[config.mk]
export PLATFORM = sky130hd
export DESIGN_NAME = otter_alu_fu
export DESIGN_NICKNAME = d
export VERILOG_FILES = /design/src/rtl/cpu_types.sv /design/src/rtl/fu_result_fifo.sv /design/src/rtl/otter_alu_fu.sv
export SDC_FILE = /design/constraint.sdc
export NUM_CORES = 2
export LEC_CHECK = 0
export ABC_AREA = 0
export CAP_MARGIN = 10
export CELL_PAD_IN_SITES_DETAIL_PLACEMENT = 0
export CELL_PAD_IN_SITES_GLOBAL_PLACEMENT = 2
export CORE_MARGIN = 4
export CORE_UTILIZATION = 29
export DETAILED_ROUTE_END_ITERATION = 7
export PLACE_DENSITY = 0.67
export SYNTH_ARGS = -nofsm -noshare
export SYNTH_HDL_FRONTEND = slang
export SYNTH_SLANG_ARGS = --single-unit
[constraint.sdc]
create_clock -name CLK -period 11.5 [get_ports CLK]
set_input_delay 2.875 -clock CLK [delete_from_list [all_inputs] [get_ports CLK]]
set_output_delay 2.875 -clock CLK [all_outputs]
set_load 0.01 [all_outputs]
[src/rtl/cpu_types.sv]
// Shared types for the OTTER out-of-order integer functional unit.
package cpu_types;

    typedef enum logic [3:0] {
        ALU_ADD  = 4'd0,
        ALU_SLL  = 4'd1,
        ALU_SLT  = 4'd2,
        ALU_SLTU = 4'd3,
        ALU_XOR  = 4'd4,
        ALU_SRL  = 4'd5,
        ALU_OR   = 4'd6,
        ALU_AND  = 4'd7,
        ALU_SUB  = 4'd8,
        ALU_COPY = 4'd9,
        ALU_MUL  = 4'd10,
        ALU_SRA  = 4'd13
    } alu_fun_t;

    localparam int TAG_W_DEF = 4;
    typedef logic [TAG_W_DEF-1:0] RS_tag_type;
    localparam RS_tag_type TAG_INVALID = '1;

    typedef enum logic {
        IDLE = 1'b0,
        MUL  = 1'b1
    } fu_state_t;

endpackage

[src/rtl/fu_result_fifo.sv]
// Result buffer between the functional unit and the CDB; a pop while full
// frees the slot for a same-cycle push.
module fu_result_fifo #(
    parameter int WIDTH = 36,
    parameter int DEPTH = 4
) (
    input  logic                       clk,
    input  logic                       rst_n,
    input  logic                       flush,
    input  logic                       push,
    input  logic                       pop,
    input  logic [WIDTH-1:0]           wdata,
    output logic [WIDTH-1:0]           rdata,
    output logic                       full,
    output logic                       empty,
    output logic [$clog2(DEPTH):0]     count
);
    localparam int PTR_W = $clog2(DEPTH);
    localparam int CNT_W = PTR_W + 1;

    logic [WIDTH-1:0] mem [DEPTH];
    logic [PTR_W-1:0] wr_ptr;
    logic [PTR_W-1:0] rd_ptr;
    logic             do_push;
    logic             do_pop;

    assign full    = (count == CNT_W'(DEPTH));
    assign empty   = (count == '0);
    assign do_pop  = pop && !empty;
    assign do_push = push && (!full || do_pop);
    assign rdata   = mem[rd_ptr];

    always_ff @(posedge clk) begin
        if (!rst_n || flush) begin
            wr_ptr <= '0;
            rd_ptr <= '0;
            count  <= '0;
        end else begin
            if (do_push) wr_ptr <= wr_ptr + 1'b1;
            if (do_pop)  rd_ptr <= rd_ptr + 1'b1;
            case ({do_push, do_pop})
                2'b10:   count <= count + 1'b1;
                2'b01:   count <= count - 1'b1;
                default: count <= count;
            endcase
        end
    end

    // Storage needs no reset: empty masks the head at the top level.
    always_ff @(posedge clk) begin
        if (do_push && rst_n && !flush) mem[wr_ptr] <= wdata;
    end

endmodule

[src/rtl/otter_alu_fu.sv]
// Integer functional unit: single-cycle ALU ops plus a multi-cycle multiply,
// results queued in order for CDB broadcast under request/grant.
//   state | meaning
//   IDLE  | accepting ops; non-mul results pushed on the accept edge
//   MUL   | multiply in flight; counter runs down to 1, then product is pushed
module otter_alu_fu
    import cpu_types::*;
#(
    parameter int XLEN      = 32,
    parameter int TAG_W     = 4,
    parameter int MUL_LAT   = 3,
    parameter int OUT_DEPTH = 4
) (
    input  logic             CLK,
    input  logic             RST_N,
    input  logic             flush,
    input  logic             in_valid,
    output logic             in_ready,
    input  logic [XLEN-1:0]  in_a,
    input  logic [XLEN-1:0]  in_b,
    input  logic [3:0]       in_fun,
    input  logic [TAG_W-1:0] in_tag,
    output logic             cdb_req,
    input  logic             cdb_grant,
    output logic [XLEN-1:0]  cdb_val,
    output logic [TAG_W-1:0] cdb_tag,
    output logic             busy
);
    localparam int SH_W  = $clog2(XLEN);
    localparam int CNT_W = $clog2(OUT_DEPTH) + 1;
    localparam int MC_W  = $clog2(MUL_LAT) + 1;

    fu_state_t          state;
    logic [MC_W-1:0]    mul_cnt;
    logic [XLEN-1:0]    mul_a;
    logic [XLEN-1:0]    mul_b;
    logic [TAG_W-1:0]   mul_tag;
    logic [XLEN-1:0]    mul_prod;
    logic [XLEN-1:0]    alu_res;
    logic [SH_W-1:0]    shamt;

    logic                    fifo_full;
    logic                    fifo_empty;
    logic                    fifo_push;
    logic                    fifo_pop;
    logic [CNT_W-1:0]        fifo_count;
    logic [XLEN+TAG_W-1:0]   push_data;
    logic [XLEN+TAG_W-1:0]   head_data;

    logic accept;
    logic accept_mul;
    logic mul_done;

    assign shamt = in_b[SH_W-1:0];

    always_comb begin
        alu_res = '0;
        case (in_fun)
            ALU_ADD:  alu_res = in_a + in_b;
            ALU_SUB:  alu_res = in_a - in_b;
            ALU_OR:   alu_res = in_a | in_b;
            ALU_AND:  alu_res = in_a & in_b;
            ALU_XOR:  alu_res = in_a ^ in_b;
            ALU_SRL:  alu_res = in_a >> shamt;
            ALU_SLL:  alu_res = in_a << shamt;
            ALU_SRA:  alu_res = XLEN'($signed(in_a) >>> shamt);
            ALU_SLT:  alu_res = XLEN'($signed(in_a) < $signed(in_b));
            ALU_SLTU: alu_res = XLEN'(in_a < in_b);
            ALU_COPY: alu_res = in_a;
            default:  alu_res = '0;
        endcase
    end

    assign mul_prod = mul_a * mul_b;

    // A same-cycle grant frees a slot; the mul also relies on this check to
    // reserve its FIFO entry, since nothing else pushes while it runs.
    assign fifo_pop   = cdb_grant && !fifo_empty;
    assign in_ready   = RST_N && !flush && (state == IDLE) && (!fifo_full || fifo_pop);
    assign accept     = in_valid && in_ready;
    assign accept_mul = accept && (in_fun == ALU_MUL);
    assign mul_done   = (state == MUL) && (mul_cnt == MC_W'(1));
    assign fifo_push  = mul_done || (accept && !accept_mul);
    assign push_data  = mul_done ? {mul_tag, mul_prod} : {in_tag, alu_res};

    always_ff @(posedge CLK) begin
        if (!RST_N || flush) begin
            state   <= IDLE;
            mul_cnt <= '0;
        end else begin
            case (state)
                IDLE: begin
                    if (accept_mul) begin
                        state   <= MUL;
                        mul_cnt <= MC_W'(MUL_LAT - 1);
                    end
                end
                MUL: begin
                    if (mul_done) begin
                        state   <= IDLE;
                        mul_cnt <= '0;
                    end else begin
                        mul_cnt <= mul_cnt - 1'b1;
                    end
                end
                default: begin
                    state   <= IDLE;
                    mul_cnt <= '0;
                end
            endcase
        end
    end

    always_ff @(posedge CLK) begin
        if (accept_mul) begin
            mul_a   <= in_a;
            mul_b   <= in_b;
            mul_tag <= in_tag;
        end
    end

    fu_result_fifo #(
        .WIDTH (XLEN + TAG_W),
        .DEPTH (OUT_DEPTH)
    ) u_fifo (
        .clk   (CLK),
        .rst_n (RST_N),
        .flush (flush),
        .push  (fifo_push),
        .pop   (fifo_pop),
        .wdata (push_data),
        .rdata (head_data),
        .full  (fifo_full),
        .empty (fifo_empty),
        .count (fifo_count)
    );

    assign cdb_req = !fifo_empty;
    assign cdb_val = fifo_empty ? '0 : head_data[XLEN-1:0];
    assign cdb_tag = fifo_empty ? {TAG_W{1'b1}} : head_data[XLEN+TAG_W-1:XLEN];
    assign busy    = (state == MUL) || (fifo_count != '0);

endmodule

Word level (Yosys, flattened, before mapping)
Memories as Yosys holds them, arrays and structs flattened. A register that Yosys moved wholly into a read port is not among the register bits.
Index checks and enable logic that the tools add are counted.
- register bits after elaboration: 79
- RAM bits: 144
- input bits: 77
- output and inout port bits: 39
- memories kept: 1
- memory list (name ; words ; bits a word ; read ports ; clocked after memory_dff ; write ports ; line ; source):
    u_fifo.mem ; 4 ; 36 ; 1 ; 1 ; 1 ; fu_result_fifo.sv:21 ; logic [WIDTH-1:0] mem [DEPTH];
- $add $sub $neg: 7
- multiply operators: 1
- $lt $le $gt $ge: 2
- equal/unequal tests: 16
- shifts and indexed selects: 3
- multiplexer cells: 15
- bitwise gates (word level): 4
- reduce and logical (&&, ||, !) cells: 26
- operators with widths (kind ; count):
    32-bit case mux with 11 select lines ; 1
    32-bit < comparator ; 2
    36-bit two-way mux ; 1
    32-bit adder ; 1
    32-bit bitwise AND ; 1
    32-bit by 32-bit multiplier with 32-bit output ; 1
    32-bit two-way mux ; 1
    32-bit bitwise OR ; 1
    32-bit by 5-bit << shifter with 32-bit output ; 1
    32-bit by 5-bit right shift with 32-bit output ; 1
    32-bit by 5-bit >>> shifter with 32-bit output ; 1
    32-bit subtractor ; 1
    32-bit bitwise XOR ; 1
    4-bit by 3-bit equality test with 1-bit output (second input constant) ; 4
    4-bit equality test (second input constant) ; 4
    1-bit logical AND ; 12
    3-bit case mux with 2 select lines ; 2
    4-bit by 2-bit equality test with 1-bit output (second input constant) ; 2
    3-bit two-way mux ; 2
    3-bit by 1-bit subtractor with 3-bit output (second input constant) ; 2
    1-bit logical NOT ; 5
    1-bit logical OR ; 5
    2-bit by 1-bit adder with 2-bit output (second input constant) ; 2
    4-bit by 1-bit equality test with 1-bit output (second input constant) ; 1
    15 further kinds ; 19

Longest topological paths before layout
- depth in word-level cells: 15
- mapped depth: 28

Modules after synthesis
Synthesis repeated with hierarchy kept, for this count alone.
- cells, all modules: 3432
- area total of the unflattened synthesis: 32894.0 um^2
- by module, submodules not included (module ; times used ; cells an instance ; area an instance (um^2) ; seq. area each (um^2)):
    otter_alu_fu ; 1 ; 3184 ; 27186.1 ; 2122.0
    fu_result_fifo ; 1 ; 248 ; 5708.0 ; 4504.3

Worst setup path before layout
Ideal clock, no wire load.
- path kind: in2reg
- start: in in_fun[3]
- end: reg mul_cnt[2]
- setup time: 0.132 ns
- arrival time: 7.097 ns
- data required time: 11.368 ns
- slack: 4.270 ns
- stages on the path: 7
- path buffers: 2
- cell sequence: clkbuf_1 -> buf_1 -> nand3b_1 -> nor2_1 -> nor2_1 -> o21ai_0 -> a21oi_1
- word-level cells in the longest chain between the ends: 3
- RTL lines (item ; line ; source):
    from (decl) ; otter_alu_fu.sv:21 ; input logic [3:0] in_fun,
    4-bit equality test ; otter_alu_fu.sv:81 ; assign accept_mul = accept && (in_fun == ALU_MUL);
    1-bit logical AND ; otter_alu_fu.sv:81 ;
    net accept_mul ; otter_alu_fu.sv:51 ; logic accept_mul;
    2-bit != test (no line) ; n/a ;
    to (signal assigned) ; otter_alu_fu.sv:95 ; mul_cnt <= MC_W'(MUL_LAT - 1);
    to (signal assigned) ; otter_alu_fu.sv:103 ; mul_cnt <= mul_cnt - 1'b1;
    to (decl) ; otter_alu_fu.sv:34 ; logic [MC_W-1:0] mul_cnt;
The timed path passes the listed nets, and every way through them passes these cells.
A chain may end at the register's enable or synchronous reset.

Worst setup path after layout
- start: reg mul_b[2]
- end: mem u_fifo.mem[2][29] (data pin)
- word-level cells in the longest chain between the ends: 2
- RTL lines (item ; line ; source):
    from (decl) ; otter_alu_fu.sv:36 ; logic [XLEN-1:0] mul_b;
    from (signal assigned) ; otter_alu_fu.sv:117 ; mul_b <= in_b;
    32-bit by 32-bit multiplier with 32-bit output ; otter_alu_fu.sv:74 ; assign mul_prod = mul_a * mul_b;
    36-bit two-way mux ; otter_alu_fu.sv:84 ; assign push_data = mul_done ? {mul_tag, mul_prod} : {in_tag, alu_res};
    net push_data[29] ; otter_alu_fu.sv:47 ; logic [XLEN+TAG_W-1:0] push_data;
    to (decl) ; fu_result_fifo.sv:21 ;
The timed path passes the listed nets, and every way through them passes these cells.

==> impl_metrics.tcl <==
set metrics [dict create \
    status "completed" \
    io_pins 116 \
    crit_arrival_ns 8.39 \
    grt_max_degree 72 \
    crit_cells 24 \
    clock_sinks 225 \
    crit_path_end_kind "flop" \
    relSlewSlack 0.199 \
    grt_pass1_vias 26500 \
    syn-cell-area_sq_um 32300 \
    die_x_um 342 \
    worstHoldEndpoint "mul_cnt[2]" \
    ys_types 88 \
    rsz0062_at_grt "no" \
    cts-resized-gates 0 \
    clock_path_buffers 3 \
    min_period_ns 8.10 \
    rows 122 \
    final_common_cell "inv_1" \
    place.gp.congestion 0.878 \
    cpPeakStageDelay_ns 1.08 \
    drive_gt1_frac 0.0651 \
    rr_worst_depth 24 \
    hold_violations 0 \
    max_cap_violations 0 \
    cts_setup_buffers 0 \
    holdCritPathClass "reg -> reg" \
    netlist_instances 3383 \
    ctsHoldBuffers 0 \
    hold_path_startpoint "mul_cnt[2]" \
    max_slew.worst_pin.slew_ns 1.19 \
    dieArea_sq_um 117000 \
    synth_seq_area_share 0.205 \
    clock_skew_ns 0.0398 \
    start_util 0.292 \
    hold_slack_ns 0.481 \
    drtIter0Drc 1984 \
    synthToLayoutAreaGrowth_pct 10.8 \
    avgSynthCellArea_sq_um 9.55 \
    cp_top_family "adder cells" \
    maxSlewViolCount 0 \
    whs_path_depth 2 \
    layout_common_cells "inv_1, fa_1, nand2_1" \
    p_per_area_nw_per_um2 83.8 \
    ys_seq_elements 225 \
    crit_top_cell "fa_1" \
    max_freq_mhz 123 \
    cp_slowest_cell "edfxtp_1" \
    grt_pass1_wl_um 179000 \
    dr.pass1.iters 6 \
    wl_um 119000 \
    core-area_sq_um 111000 \
    start_kind "flop" \
    async_flop_share 0 \
    crit_path_max_fanout 30 \
    htreeDepth 1 \
    routedWlPerCell_um 24.3 \
    timing.rr.end "u_fifo.mem[2][29]" \
    clk_pin_slew_ns 0.06 \
    critPathBufInv 4 \
    cts_made_buffers 27 \
    fin_nets 4104 \
    via_count 24900 \
    portBuffers 115 \
    overflow 0 \
    hpwl_um 92100 \
    clkLatencyLatePin_ns 0.58 \
    cts_tree "yes" \
    yosysWarnings 0 \
    fin_crit_sh 0.705 \
    syn-num-nets 4098 \
    drc 0 \
    grtUsageTotal 0.204 \
    setup_viol 0 \
    ys.flop_type "edfxtp_1" \
    ir_worst_vdd_mv 0.104 \
    tns_ns 0 \
    drt.antenna.violating_nets 0 \
    regToRegSetupSlack_ns 3.40 \
    crit_path_cell_trace "and2_1, fa_1, inv_1, fa_1, fa_1, fa_1, inv_1, fa_1, inv_1, fa_1, inv_1, fa_1, fa_1, ha_1, a21o_1, a21o_1, o21bai_1, a21o_1, a21oi_1, o31a_1, nand2_1, nor3_1, xnor2_1, a221o_1" \
    synth_edf_count 212 \
    worstPathRequired_ns 11.78 \
    vias_per_cell 5.09 \
    r2r_start "mul_b[2]" \
    grt_antenna_before_repair 5 \
    ctsRootBufferMaster "clkbuf_16" \
    die_h_um 342 \
    total_leakage_power_nw 15.1 \
    crit_type "reg -> reg" \
]
-- where the power goes --
part | total (mW) | internal, mW | switching (mW) | leakage [nW]
Clock | 0.788 | 0.436 | 0.352 | 0.395
Sequential | 0.912 | 0.908 | 0.00383 | 2.02
Combinational | 1.30 | 0.497 | 0.804 | 12.7
-- logic make-up (layout without fill, tap and decap cells) --
logic type	after synthesis	count (layout)	share of synthesized area
simple gates	1025	1025	0.155
buf+inv	693	720	0.0820
fa+ha+maj	638	638	0.343
compound gates	547	547	0.110
flops	225	225	0.205
mux	140	140	0.0742
xor+xnor	115	115	0.0312
other cells	0	2	0
-- state kept, by name, summed over array words and instances, names as in the netlist, named ones only --
register	flops
state	1
u_fifo.wr_ptr	2
mul_cnt	3
u_fifo.mem	144
mul_b	32
u_fifo.count	3
mul_a	32
mul_tag	4
u_fifo.rd_ptr	2
-- synth_stat cells (13+ instances only) --
| library cell | count | share of area |
|---|---|---|
| a211oi_1 | 19 | 0.0044 |
| a21o_1 | 31 | 0.0072 |
| a21oi_1 | 148 | 0.023 |
| a221oi_1 | 20 | 0.0054 |
| a22oi_1 | 20 | 0.0046 |
| a31oi_1 | 25 | 0.0048 |
| and2_1 | 325 | 0.063 |
| buf_1 | 14 | 0.0016 |
| buf_2 | 20 | 0.0031 |
| clkbuf_1 | 163 | 0.019 |
| dfxtp_1 | 13 | 0.0081 |
| edfxtp_1 | 212 | 0.20 |
| fa_1 | 411 | 0.25 |
| ha_1 | 227 | 0.088 |
| inv_1 | 486 | 0.056 |
| mux2i_1 | 56 | 0.017 |
| mux4_2 | 79 | 0.055 |
| nand2_1 | 376 | 0.044 |
| nand2b_1 | 13 | 0.0025 |
| nand3_1 | 19 | 0.0029 |
| nor2_1 | 169 | 0.020 |
| nor2b_1 | 20 | 0.0039 |
| nor3_1 | 44 | 0.0068 |
| o211ai_1 | 20 | 0.0046 |
| o21ai_0 | 89 | 0.014 |
| o21ai_1 | 38 | 0.0059 |
| o21bai_1 | 16 | 0.0037 |
| o22ai_1 | 20 | 0.0039 |
| or3_1 | 15 | 0.0029 |
| xnor2_1 | 88 | 0.024 |
| xor2_1 | 27 | 0.0073 |
-- how the worst max path moves through the flow --
stage                              endpoint  slack [ns]  startpoint
final                     u_fifo.mem[2][29]        3.40    mul_b[2]
after floorplan                  mul_cnt[2]        4.27   in_fun[3]
after global routing      u_fifo.mem[1][30]        3.09    mul_b[2]
after global placement    u_fifo.mem[0][31]        3.55    mul_b[2]
after detailed placement  u_fifo.mem[2][29]        3.45    mul_b[2]
after CTS                 u_fifo.mem[2][29]        3.41    mul_b[2]
-- worst reg2reg max path: stages (launching register included) --
cell,delay [ns]
edfxtp_1,1.08
and2_1,0.30
fa_1,0.40
inv_1,0.08
fa_1,0.42
fa_1,0.48
fa_1,0.55
inv_1,0.05
fa_1,0.52
inv_1,0.06
fa_1,0.53
inv_1,0.05
fa_1,0.38
fa_1,0.48
ha_1,0.35
a21o_1,0.19
a21o_1,0.20
o21bai_1,0.15
a21o_1,0.18
a21oi_1,0.25
o31a_1,0.20
nand2_1,0.06
nor3_1,0.25
xnor2_1,0.17
a221o_1,0.43
-- through the flow --
step,setup WS (ns),utilization,instance area [sq um],power (mW),cells
2_1_floorplan,4.27,-,32300,1.74,3383
6_report,3.40,0.324,35800,3.00,4900
4_1_cts,3.41,0.324,35800,3.03,4898
3_5_place_dp,3.45,0.316,35000,2.23,4848
5_1_grt,3.09,0.324,35800,3.16,4898
3_3_place_gp,3.55,0.316,35000,2.24,4848
-- routing by layer --
layer	global-route usage	wire length (um)	up-vias
met3	0.0158	5320	128
met2	0.338	56000	690
li1	-	-	11200
met5	0	0	-
met1	0.287	53700	12900
met4	0.0549	3790	0
-- layout make-up --
type                       count  area [sq um]
timing repair buffer         179          1610
inverter                     491          1840
clock inverter                16          97.6
sequential                   225          6630
tap                         1488          1860
fill                       11500         74900
multi-input combinational   2465         23100
antenna                        2          5.00
clock buffer                  34           702
No activity file was read; power rests on OpenSTA's default activity.
